<file path="src/rtl/vga_sync_rx.sv">
// -----------------------------------------------------------------------------
// vga_sync_rx
//
// Receive-side VGA timing recovery. Watches an active-low hsync/vsync pair,
// measures the line length and the number of lines per frame, and declares
// lock once the timing has repeated consistently. While locked it regenerates
// pixel coordinates and a data-enable aligned to the incoming syncs.
//
// Ports
//   vgaclk       in   pixel clock, all logic on the rising edge
//   reset        in   asynchronous active-low reset
//   hsync        in   horizontal sync, active-low, synchronous to vgaclk
//   vsync        in   vertical sync, active-low, synchronous to vgaclk
//   x            out  pixel column while de=1, otherwise 0
//   y            out  pixel row while de=1, otherwise 0
//   de           out  active-video strobe (only while locked)
//   locked       out  timing is stable
//   line_len     out  last measured hsync period in cycles
//   frame_lines  out  last measured number of lines per frame
//   sync_err     out  one-cycle pulse on loss of lock or on timeout
// -----------------------------------------------------------------------------
module vga_sync_rx #(
    parameter int HBP         = 48,
    parameter int HACTIVE     = 640,
    parameter int VBP         = 32,
    parameter int VACTIVE     = 480,
    parameter int LOCK_FRAMES = 2
) (
    input  logic       vgaclk,
    input  logic       reset,
    input  logic       hsync,
    input  logic       vsync,
    output logic [9:0] x,
    output logic [9:0] y,
    output logic       de,
    output logic       locked,
    output logic [9:0] line_len,
    output logic [9:0] frame_lines,
    output logic       sync_err
);

    localparam logic [9:0] CNT_MAX = 10'h3FF;
    localparam logic [9:0] H_START = 10'(HBP);
    localparam logic [9:0] H_STOP  = 10'(HBP + HACTIVE);
    localparam logic [9:0] V_START = 10'(VBP);
    localparam logic [9:0] V_STOP  = 10'(VBP + VACTIVE);
    localparam logic [7:0] LOCK_N  = 8'(LOCK_FRAMES);

    typedef enum logic [1:0] {
        ST_SEARCH  = 2'd0,
        ST_MEASURE = 2'd1,
        ST_CHECK   = 2'd2,
        ST_LOCKED  = 2'd3
    } state_t;

    // Position counters stop at all-ones; a stuck counter is reported as a
    // timeout by the FSM instead of wrapping into a bogus measurement.
    function automatic logic [9:0] sat_inc(input logic [9:0] v);
        return (v == CNT_MAX) ? v : v + 10'd1;
    endfunction

    state_t     state_q, state_d;
    logic       hs_q, vs_q;
    logic [9:0] hpos_q, hpos_d;
    logic [9:0] vpos_q, vpos_d;
    logic [9:0] line_len_q, line_len_d;
    logic [9:0] frame_lines_q, frame_lines_d;
    logic [9:0] ref_len_q, ref_len_d;
    logic [9:0] ref_lines_q, ref_lines_d;
    logic [7:0] match_cnt_q, match_cnt_d;
    logic       sync_err_q, sync_err_d;

    logic       hrise, vrise;
    logic       hpos_sat, vpos_sat, timeout;
    logic [9:0] hmeas, vmeas;
    logic [9:0] cap_len;
    logic       h_bad, v_bad;

    // -------------------------------------------------------------------------
    // Edge detection and measurement values for this cycle
    // -------------------------------------------------------------------------
    assign hrise    = ~hs_q & hsync;
    assign vrise    = ~vs_q & vsync;
    assign hpos_sat = (hpos_q == CNT_MAX);
    assign vpos_sat = (vpos_q == CNT_MAX);
    assign timeout  = hpos_sat | vpos_sat;

    // Length of the line ending now, and line count of the frame ending now.
    // A line that ends in the same cycle as the frame still belongs to it.
    assign hmeas = hpos_q + 10'd1;
    assign vmeas = vpos_q + {9'd0, hrise};

    // The final line of a frame may close in the vsync-rise cycle itself, in
    // which case its length is not yet in line_len_q.
    assign cap_len = hrise ? hmeas : line_len_q;

    assign h_bad = hrise & (hmeas != ref_len_q);
    assign v_bad = vrise & (vmeas != ref_lines_q);

    // -------------------------------------------------------------------------
    // Position counters and free-running measurements
    // -------------------------------------------------------------------------
    always_comb begin
        hpos_d        = sat_inc(hpos_q);
        vpos_d        = vpos_q;
        line_len_d    = line_len_q;
        frame_lines_d = frame_lines_q;

        if (hrise) begin
            hpos_d = 10'd0;
        end

        // vsync rise wins over a coincident hsync rise for the row counter.
        if (vrise) begin
            vpos_d = 10'd0;
        end else if (hrise) begin
            vpos_d = sat_inc(vpos_q);
        end

        if (hrise && !hpos_sat) begin
            line_len_d = hmeas;
        end
        if (vrise && !vpos_sat) begin
            frame_lines_d = vmeas;
        end
    end

    // -------------------------------------------------------------------------
    // Lock FSM: next state
    // -------------------------------------------------------------------------
    always_comb begin
        state_d     = state_q;
        ref_len_d   = ref_len_q;
        ref_lines_d = ref_lines_q;
        match_cnt_d = match_cnt_q;
        sync_err_d  = 1'b0;

        unique case (state_q)
            ST_SEARCH: begin
                if (vrise) begin
                    state_d = ST_MEASURE;
                end
            end

            ST_MEASURE: begin
                if (timeout) begin
                    state_d = ST_SEARCH;
                end else if (vrise) begin
                    ref_len_d   = cap_len;
                    ref_lines_d = vmeas;
                    // Only accept a reference that can hold the active window.
                    if ((cap_len >= H_STOP) && (vmeas >= V_STOP)) begin
                        state_d     = ST_CHECK;
                        match_cnt_d = 8'd0;
                    end
                end
            end

            ST_CHECK: begin
                if (timeout) begin
                    state_d    = ST_SEARCH;
                    sync_err_d = 1'b1;
                end else if (h_bad || v_bad) begin
                    // Not yet locked: quietly re-measure.
                    state_d = ST_MEASURE;
                end else if (vrise) begin
                    match_cnt_d = match_cnt_q + 8'd1;
                    if ((match_cnt_q + 8'd1) == LOCK_N) begin
                        state_d = ST_LOCKED;
                    end
                end
            end

            ST_LOCKED: begin
                if (timeout) begin
                    state_d    = ST_SEARCH;
                    sync_err_d = 1'b1;
                end else if (h_bad || v_bad) begin
                    state_d    = ST_MEASURE;
                    sync_err_d = 1'b1;
                end
            end

            default: begin
                state_d = ST_SEARCH;
            end
        endcase
    end

    // -------------------------------------------------------------------------
    // State registers
    // -------------------------------------------------------------------------
    always_ff @(posedge vgaclk or negedge reset) begin
        if (!reset) begin
            state_q       <= ST_SEARCH;
            hs_q          <= 1'b1;
            vs_q          <= 1'b1;
            hpos_q        <= 10'd0;
            vpos_q        <= 10'd0;
            line_len_q    <= 10'd0;
            frame_lines_q <= 10'd0;
            ref_len_q     <= 10'd0;
            ref_lines_q   <= 10'd0;
            match_cnt_q   <= 8'd0;
            sync_err_q    <= 1'b0;
        end else begin
            state_q       <= state_d;
            hs_q          <= hsync;
            vs_q          <= vsync;
            hpos_q        <= hpos_d;
            vpos_q        <= vpos_d;
            line_len_q    <= line_len_d;
            frame_lines_q <= frame_lines_d;
            ref_len_q     <= ref_len_d;
            ref_lines_q   <= ref_lines_d;
            match_cnt_q   <= match_cnt_d;
            sync_err_q    <= sync_err_d;
        end
    end

    // -------------------------------------------------------------------------
    // Outputs: video timing is decoded straight from the registered counters
    // -------------------------------------------------------------------------
    assign locked      = (state_q == ST_LOCKED);
    assign sync_err    = sync_err_q;
    assign line_len    = line_len_q;
    assign frame_lines = frame_lines_q;

    always_comb begin
        de = locked
           && (hpos_q >= H_START) && (hpos_q < H_STOP)
           && (vpos_q >= V_START) && (vpos_q < V_STOP);
        x  = 10'd0;
        y  = 10'd0;
        if (de) begin
            x = hpos_q - H_START;
            y = vpos_q - V_START;
        end
    end

endmodule

</file>
<file path="config.mk">
export PLATFORM = sky130hd
export DESIGN_NAME = vga_sync_rx
export DESIGN_NICKNAME = d
export VERILOG_FILES = /design/src/rtl/vga_sync_rx.sv
export SDC_FILE = /design/constraint.sdc
export NUM_CORES = 1
export LEC_CHECK = 0
export ABC_AREA = 1
export ABC_CLOCK_PERIOD_IN_PS = 6000
export BUFFER_PORTS_ARGS = -buffer_cell sky130_fd_sc_hd__clkbuf_2
export CORE_MARGIN = 10
export CORE_UTILIZATION = 59
export CTS_CLUSTER_DIAMETER = 60
export CTS_CLUSTER_SIZE = 16
export DETAILED_ROUTE_END_ITERATION = 16
export PLACE_DENSITY = 0.77
export SYNTH_ARGS = -nofsm -noshare
export SYNTH_HDL_FRONTEND = slang
export SYNTH_SLANG_ARGS = --single-unit
</file>
<file path="constraint.sdc">
create_clock -name vgaclk -period 6 [get_ports vgaclk]
set_clock_uncertainty 0.05 [all_clocks]
set_input_delay 0.6 -clock vgaclk [delete_from_list [all_inputs] [get_ports vgaclk]]
set_output_delay 0.6 -clock vgaclk [all_outputs]
set_load 0.02 [all_outputs]
</file>
### Word level (Yosys, flattened, before mapping)

Cells that the tools add are included.

* logic and storage cells: 100
* flip-flop bits (word level): 73
* output and inout bits: 43

* bitwise operators: 8
* add/subtract/negate cells: 6
* reduce and logical (&&, ||, !) cells: 17
* $lt $le $gt $ge: 6
* equality and inequality tests: 22
* multiplexer cells: 30

Operators by type and width (count)
* $mux W10: 8
* $mux W8: 6
* $add A10 B1 Y10 const B: 2
* $eq A10 B10 Y1 const B: 2
* $ge A10 B10 Y1 const B: 2
* $ge A10 B6 Y1 const B: 2
* $lt A10 B10 Y1 const B: 2
* $mux W2: 10
* $ne A10 B10 Y1: 2
* $sub A10 B6 Y10 const B: 2
* $ne A2 B2 Y1 const B: 9
* $pmux W8 S2: 1
* $add A10 B1 Y10: 1
* $add A8 B1 Y8 const B: 1
* $eq A8 B2 Y1 const B: 1
* $ne A4 B4 Y1 const B: 2
* $pmux W2 S4: 1
* $logic_and A1 B1 Y1: 7
* $reduce_and A7 Y1: 1
* $ne A3 B3 Y1 const B: 2
* $reduce_and A6 Y1: 1
* $and A1 B1 Y1: 4
* $eq A2 B2 Y1 const B: 2
* $reduce_bool A2 Y1: 2
* other kinds (11): 16

### Logic depth before layout (Yosys ltp)

Gate-level depths: netlist (run 1).

* depth after elaboration: 9
* depth in mapped cells: 24
* mapped depth without buffers: 21

### Worst setup path before layout (run 1)

Ideal clock, no wire load.

* kind: in2reg
* from: in hsync
* to: reg match_cnt_q[7]
* data arrival time: 3.007 ns
* data required time: 5.833 ns
* path slack: 2.826 ns
* stages on the path: 21
* path through: inv_1 > nor2_1 > clkbuf_1 > buf_1 > ha_1 > ha_1 > inv_1 > nor2_1 > nand2_1 > nand2_2 > nand2_1 > xor2_1 > nor2_1 > nand2_1 > nand2_2 > nand2_2 > nand2_2 > nand3_4 > buf_6 > nand2_2 > o21ai_2

* cells in the longest elaborated chain, start to end: 7
* elaborated cells between the ends (all ways): 13
* those cells by class: add/sub (1); order compare (2); eq/ne (3); mux (1); bitwise (3); reduce/logical (3)

Ends and longest elaborated chain
* start: declaration: RTL line 31 `input logic hsync,`
* $and A1 B1 Y1 *: RTL line 82 `assign hrise = ~hs_q & hsync;`
* parallel branches: the longest is 5 deep, another holds $add A10 B1 Y10
* $reduce_and A7 Y1 (no line) *
* end signal: assignment: RTL line 216 `match_cnt_q <= match_cnt_d;`
* end: declaration: RTL line 70 `logic [7:0] match_cnt_q, match_cnt_d;`

Mark *: on every way between the ends.
A chain may end at the register's enable or synchronous reset.

### Worst setup path after layout (run 1)

* from: reg vpos_q[6]
* to: out y[9]

* cells in the longest elaborated chain, start to end: 4
* elaborated cells between the ends (all ways): 6
* those cells by class: add/sub (1); order compare (2); mux (1); reduce/logical (2)

Ends and longest elaborated chain
* start: declaration: RTL line 65 `logic [9:0] vpos_q, vpos_d;`
* start signal: assignment: RTL line 211 `vpos_q <= vpos_d;`
* $ge A10 B6 Y1: RTL line 232 `&& (vpos_q >= V_START) && (vpos_q < V_STOP);`
* $logic_and A1 B1 Y1 (2 in series): RTL line 232
* $mux W10 *: RTL line 235 `if (de) begin`
* end: declaration: RTL line 34 `output logic [9:0] y,`

Every way passes the cells marked *; elsewhere a longest branch is shown, timed or not.

==> results_dict.tcl, run 1 <==
set metrics [dict create \
    synth.area.top_cells "dfrtp_1, nand2_1, inv_1, nand3_1, o21ai_0" \
    max_stage_delay_ns 0.45 \
    clock-root-buffer "clkbuf_8" \
    ctsHoldBuffers 0 \
    design_area_um2 4967 \
    period_minus_slack_ns 3.797 \
    netlist.area_leader.share_pct 39.83 \
    min_to "hs_q" \
    status "complete, no violations" \
    nets 662 \
    path_cells "inv_1 > ha_1 > nand4_1 > nor4_1 > nor3_1 > nor3_1 > and2_1 > clkinv_1 > nor3b_1 > clkbuf_2" \
    post-cts-setup-buffers 0 \
    worstPathRequired_ns 5.35 \
    viasPerCell 5.489 \
    cts.sinks 73 \
    grt_pass1_vias 3866 \
    powerDensity_nw_per_um2 336.8 \
    dp.cells 735 \
    clock_path_buffers 2 \
    fmax_mhz 263.4 \
    vdd_drop_max_mv 0.2475 \
    rsz0062_at_grt "no" \
    finalHoldViolations 0 \
    yosys.area.top_type "dfrtp_1" \
    rr_worst_depth 13 \
    synth_common_cells "nand2_1, inv_1, dfrtp_1, nand3_1, nor2_1" \
    numCtsBuffers 9 \
    path_class "register to output pin" \
    grt_pass1_wl_um 18640 \
    r2r_slack_ns 3.03 \
    grt_start_max_net_pins 74 \
    slowest_stage "clkinv_1" \
    overflow 0 \
    antenna_left 0 \
    io_pins 47 \
    dr_total_vias 4122 \
    synth_simple_gate_area_share_pct 32.12 \
    cp-start-kind "register" \
    syn_inst 606 \
    syn_avg_cell_area_um2 7.361 \
    layout-drive-gt1-share_pct 16.56 \
    hpwl_um 8154 \
    whs_path_depth 1 \
    async_flop_share_pct 100.0 \
    placed_area_um2 4737 \
    antenna_found_initial 0 \
    cts-resized-gates 0 \
    synth.most_common_cell "nand2_1" \
    path_clk_slew_ns 0.08 \
    die_w_um 107.0 \
    firstDrtPassIters 5 \
    synth_top_family_by_area "simple AND/OR/NAND/NOR gates" \
    synthAdderAreaFrac_pct 3.086 \
    crit_start "vpos_q[6]" \
    io_buffers 46 \
    min-delay-path-class "input pin to register" \
    crit_fanout 19 \
    syn_area_um2 4461 \
    die_h_um 107.0 \
    p_leak_nw 2.445 \
    num_rows 31 \
    drt_iter0_drc 272 \
    r2r_end "ref_len_q[9]" \
    path_common_cell "nor3_1" \
    initial_core_util_pct 61.17 \
    maxCapViolations 0 \
    max_slew_margin_pct 26.33 \
    yosysUniqueCellTypes 39 \
    finalSetupViolCount 0 \
    synth-edff-count 0 \
    track_usage_pct 19.93 \
    ys.flop_type "dfrtp_1" \
    endpoint_kind "output pin" \
    diodes 0 \
    post-route-drc-count 0 \
    ys_ff_latch 73 \
    tightest_slew_ns 1.104 \
    synth_xor_area_share_pct 2.749 \
    wl_per_cell_um 14.71 \
    synth_nets 621 \
    slew_violations 0 \
    finalCritPeriodShare_pct 63.29 \
    yosysWarningCount 0 \
    core_um2 7292 \
    die-area_um2 11440 \
    gp_congestion 0.9145 \
    wl_um 11050 \
    final_cells 751 \
    cts_max_level 3 \
    crit-reg2reg-launch "hpos_q[0]" \
    yosysSeqAreaShare_pct 41.01 \
    synthMuxAreaShare_pct 0 \
    area_growth_pct 11.36 \
    synth_compound_area_share_pct 12.20 \
    cp.arrival_ns 3.15 \
    cts_tree "yes" \
    clk_latency_ns 0.36 \
    worstHoldStart "hsync" \
    holdWs_ns 0.2771 \
    fin_setup_tns_ns 0 \
]
-- power by group --
| part | internal [mW] | switching (mW) | total [mW] | leakage [nW] |
|---|---|---|---|---|
| sequential | 0.604 | 0.108 | 0.712 | 0.962 |
| clock | 0.257 | 0.189 | 0.446 | 0.109 |
| combinational | 0.183 | 0.331 | 0.514 | 1.37 |
| total | 1.04 | 0.629 | 1.67 | 2.44 |
-- worst max path at each step --
stage | to | slack, ns | cells past startpoint
floorplan | match_cnt_q[7] | 2.83 | 21
global route | y[9] | 1.92 | 10
finish | y[9] | 2.20 | 10
global placement | y[9] | 2.64 | 10
CTS | y[9] | 2.22 | 10
detailed placement | y[9] | 2.62 | 10
-- area by class of cell --
class / count / area, um2
Clock buffer: 12 / 155.1
Fill cell: 655 / 2325
Tap cell: 99 / 123.9
Sequential cell: 73 / 1829
Multi-Input combinational cell: 435 / 2237
Inverter: 81 / 306.5
Clock inverter: 4 / 75.07
Timing Repair Buffer: 47 / 240.2
-- cell usage in the layout, fill, tap and decap left out, drive strengths merged, types with 2 or more instances in the layout --
cell type and count:
ha 11, inv 79, a21oi 10, o22ai 3
clkinvlp 2, nand2 164, o211ai 3, dfstp 2
nor4 4, bufinv 2, clkbuf 57, buf 2
nor2 61, nand4 10, o21ai 67, xnor2 5
a31oi 9, dfrtp 71, clkinv 2, nor3 11
nand3 59, or2 3, xor2 9
-- layer usage --
layer	global-route usage, %	vias up	part of all wire [%]
met5	0	-	0
met3	5.269	16	7.4
met4	5.706	0	1.5
met2	29.54	131	44
met1	27.89	1929	47
li1	-	2046	-
-- metrics by stage --
step	worst slack, ns	power, mW	util [%]
after floorplan	2.826	1.097	-
final	2.203	1.673	68.12
after global placement	2.645	1.214	64.96
after CTS	2.224	1.677	68.12
after detailed placement	2.615	1.230	64.96
after global routing	1.917	1.793	68.12
-- registers in the layout (all words and copies together) (netlist names) --
signal / cells
frame_lines: 10
hpos_q: 10
line_len: 10
ref_len_q: 10
ref_lines_q: 10
vpos_q: 10
match_cnt_q: 8
state_q: 2
hs_q: 1
sync_err: 1
vs_q: 1
-- critical path, delay by kind of cell, from the launching register on --
kind          cells  cell delay, ns
fa+ha+maj         1            0.19
buf+inv           3            0.84
flops             1            0.44
simple gates      6            1.31
-- logic make-up after synthesis --
| logic type | Yosys count |
|---|---|
| buffers and inverters | 98 |
| flip-flops | 73 |
| AO/OA/AOI/OAI | 95 |
| XOR/XNOR | 14 |
| adder cells (fa/ha/maj) | 11 |
| AND/OR/NAND/NOR | 315 |
Note: power is estimated with default switching activity, not from simulation.
==> run 2: changes to the inputs <==
--- a/config.mk
+++ b/config.mk
@@ -5,8 +5,8 @@
 export SDC_FILE = /design/constraint.sdc
 export NUM_CORES = 1
 export LEC_CHECK = 0
-export ABC_AREA = 1
-export ABC_CLOCK_PERIOD_IN_PS = 6000
+export ABC_AREA = 0
+export ABC_CLOCK_PERIOD_IN_PS = 3800
 export BUFFER_PORTS_ARGS = -buffer_cell sky130_fd_sc_hd__clkbuf_2
 export CORE_MARGIN = 10
 export CORE_UTILIZATION = 59
==> constraint.sdc (replaced) <==
create_clock -name vgaclk -period 3.8 [get_ports vgaclk]
set_clock_uncertainty 0.05 [all_clocks]
set_input_delay 0.38 -clock vgaclk [delete_from_list [all_inputs] [get_ports vgaclk]]
set_output_delay 0.38 -clock vgaclk [all_outputs]
set_load 0.02 [all_outputs]
==> results_dict.tcl, run 2 <==
set metrics [dict create \
    powerDensity_nw_per_um2 417.8 \
    placed_area_um2 4696 \
    period_minus_slack_ns 3.495 \
    max_stage_delay_ns 0.51 \
    core_um2 7253 \
    synth_common_cells "nand2_1, dfrtp_1, o21ai_0, nor2_1, xnor2_1" \
    cts.sinks 73 \
    maxCapViolations 0 \
    io_pins 47 \
    cp.arrival_ns 3.67 \
    cpLargestDelayFamily "simple AND/OR/NAND/NOR gates" \
    antenna_left 0 \
    firstDrtPassIters 5 \
    crit_fanout 7 \
    ys.flop_type "dfrtp_1" \
    nets 559 \
    syn_area_um2 4420 \
    endpoint_kind "register" \
    cts_tree "yes" \
    path_clk_slew_ns 0.07 \
    post-route-drc-count 0 \
    overflow 0 \
    ctsHoldBuffers 0 \
    vdd_drop_max_mv 0.4122 \
    die_h_um 106.6 \
    regArea_um2 1829 \
    antenna_found_initial 0 \
    path_cells "nand2b_1 > inv_2 > ha_1 > ha_1 > xor2_1 > a311o_1 > or4_1 > nand4bb_1 > nor4_2 > a2bb2oi_1 > o21ai_1 > o31ai_1" \
    rsz0062_at_grt "no" \
    finalHoldViolations 0 \
    ys_ff_latch 73 \
    diodes 0 \
    fmax_mhz 286.1 \
    yosysWarningCount 0 \
    layout_commonest_cell "nand2_1" \
    status "complete, no violations" \
    grt_start_max_net_pins 74 \
    syn_inst 508 \
    worstPathRequired_ns 3.98 \
    initial_core_util_pct 60.95 \
    viasPerCell 5.957 \
    num_rows 31 \
    wl_um 11390 \
    drt_iter0_drc 212 \
    path_class "register to register" \
    die-area_um2 11360 \
    yosys.area.top_type "dfrtp_1" \
    layout-drive-gt1-share_pct 14.94 \
    fin_setup_tns_ns 0 \
    tightest_slew_ns 1.121 \
    cts_max_level 3 \
    cts-resized-gates 0 \
    yosysUniqueCellTypes 65 \
    numCtsBuffers 9 \
    multi_input_area_um2 2397 \
    syn_avg_cell_area_um2 8.702 \
    synth_nets 523 \
    post-cts-setup-buffers 0 \
    clock_path_buffers 2 \
    dr_total_vias 3860 \
    fin_util_pct 67.52 \
    gp_congestion 0.9476 \
    die_w_um 106.6 \
    layout_common_cells "nand2_1, dfrtp_1, clkbuf_2" \
    max_slew_margin_pct 24.68 \
    slew_violations 0 \
    design_area_um2 4897 \
    p_leak_nw 2.224 \
    synth.area.top_cells "dfrtp_1, nand2_1, xnor2_1, o21ai_0, nor2_1" \
    clock-root-buffer "clkbuf_8" \
    hpwl_um 8142 \
    wl_per_cell_um 17.58 \
    path_common_cell "ha_1" \
    final.fill_count 615 \
    cp-start-kind "register" \
    slowest_stage "dfstp_2" \
    grt_pass1_wl_um 19100 \
    yosysSeqAreaShare_pct 41.38 \
    clk_latency_ns 0.35 \
    netlist.area_leader.share_pct 40.19 \
    track_usage_pct 20.64 \
    synth-edff-count 0 \
    grt_pass1_vias 3796 \
    min-delay-path-class "input pin to async pin" \
    finalSetupViolCount 0 \
    finalCritPeriodShare_pct 91.98 \
    async_flop_share_pct 100.0 \
    io_buffers 46 \
    synth.most_common_cell "nand2_1" \
    area_growth_pct 10.78 \
    crit_buf_inv 1 \
    total_power_mw 2.046 \
]
run 2: cell type report:
class                   count  area share (%)
clock buffers              14           3.321
well taps                  99           2.529
multi-input cells         391           48.95
flip-flops and latches     73           37.35
repair buffers             53           5.825
clock inverters             2          0.7920
inverters                  16           1.226
run 2: final timing paths:
| kind | from | to | slack [ns] | cells past startpoint |
|---|---|---|---|---|
| max in group asynchronous | reset | ref_lines_q[6] | 2.95 | 1 |
| hold / removal | reset | line_len[6] | 0.08 | 1 |
| setup / recovery | hs_q | match_cnt_q[2] | 0.30 | 12 |
| hold reg to reg | frame_lines[3] | frame_lines[3] | 0.44 | 2 |
| setup reg to reg | hs_q | match_cnt_q[2] | 0.30 | 12 |
| min in group vgaclk | hsync | hs_q | 0.08 | 1 |
run 2: per-stage QoR:
| step | hold WS (ns) | setup WS (ns) | std cells |
|---|---|---|---|
| 6_report | 0.07772 | 0.3046 | 648 |
| 5_1_grt | 0.06079 | 0.1272 | 648 |
| 4_1_cts | 0.05842 | 0.3346 | 648 |
| 3_5_place_dp | 0.4228 | 0.3473 | 632 |
| 3_3_place_gp | 0.4156 | 0.4252 | 632 |
| 2_1_floorplan | 0.03441 | 0.05485 | 508 |
run 2: report_power, final:
| group | total [mW] | leakage (nW) | switching (mW) | internal, mW |
|---|---|---|---|---|
| clock network | 0.629 | 0.101 | 0.287 | 0.342 |
| registers | 0.972 | 0.973 | 0.109 | 0.863 |
| logic | 0.445 | 1.15 | 0.267 | 0.179 |
run 2: cell families (layout without fill, tap and decap cells):
logic type               after synthesis  in the layout  synth area share [%]
AO/OA/AOI/OAI                        119            119                 16.53
XOR/XNOR                              43             43                 8.859
adder cells (fa/ha/maj)               11             11                 3.113
buffers and inverters                 44             85                 4.387
flip-flops                            73             73                 41.38
multiplexers                           6              6                 1.472
AND/OR/NAND/NOR                      212            212                 24.26
run 2: per-layer routing:
layer	vias up	global-route usage, %	part of all wire [%]
met5	-	0	0
met3	23	4.710	5.8
met4	0	9.188	2.2
met2	121	30.64	45
met1	1859	28.03	47
li1	1857	-	-
run 2: worst register-to-register path, delay by kind of cell, from the launching register on:
kind,cells,cell delay [ns]
compound gates,4,0.82
xor+xnor,1,0.18
fa+ha+maj,2,0.53
buf+inv,1,0.06
flops,1,0.51
simple gates,4,1.23
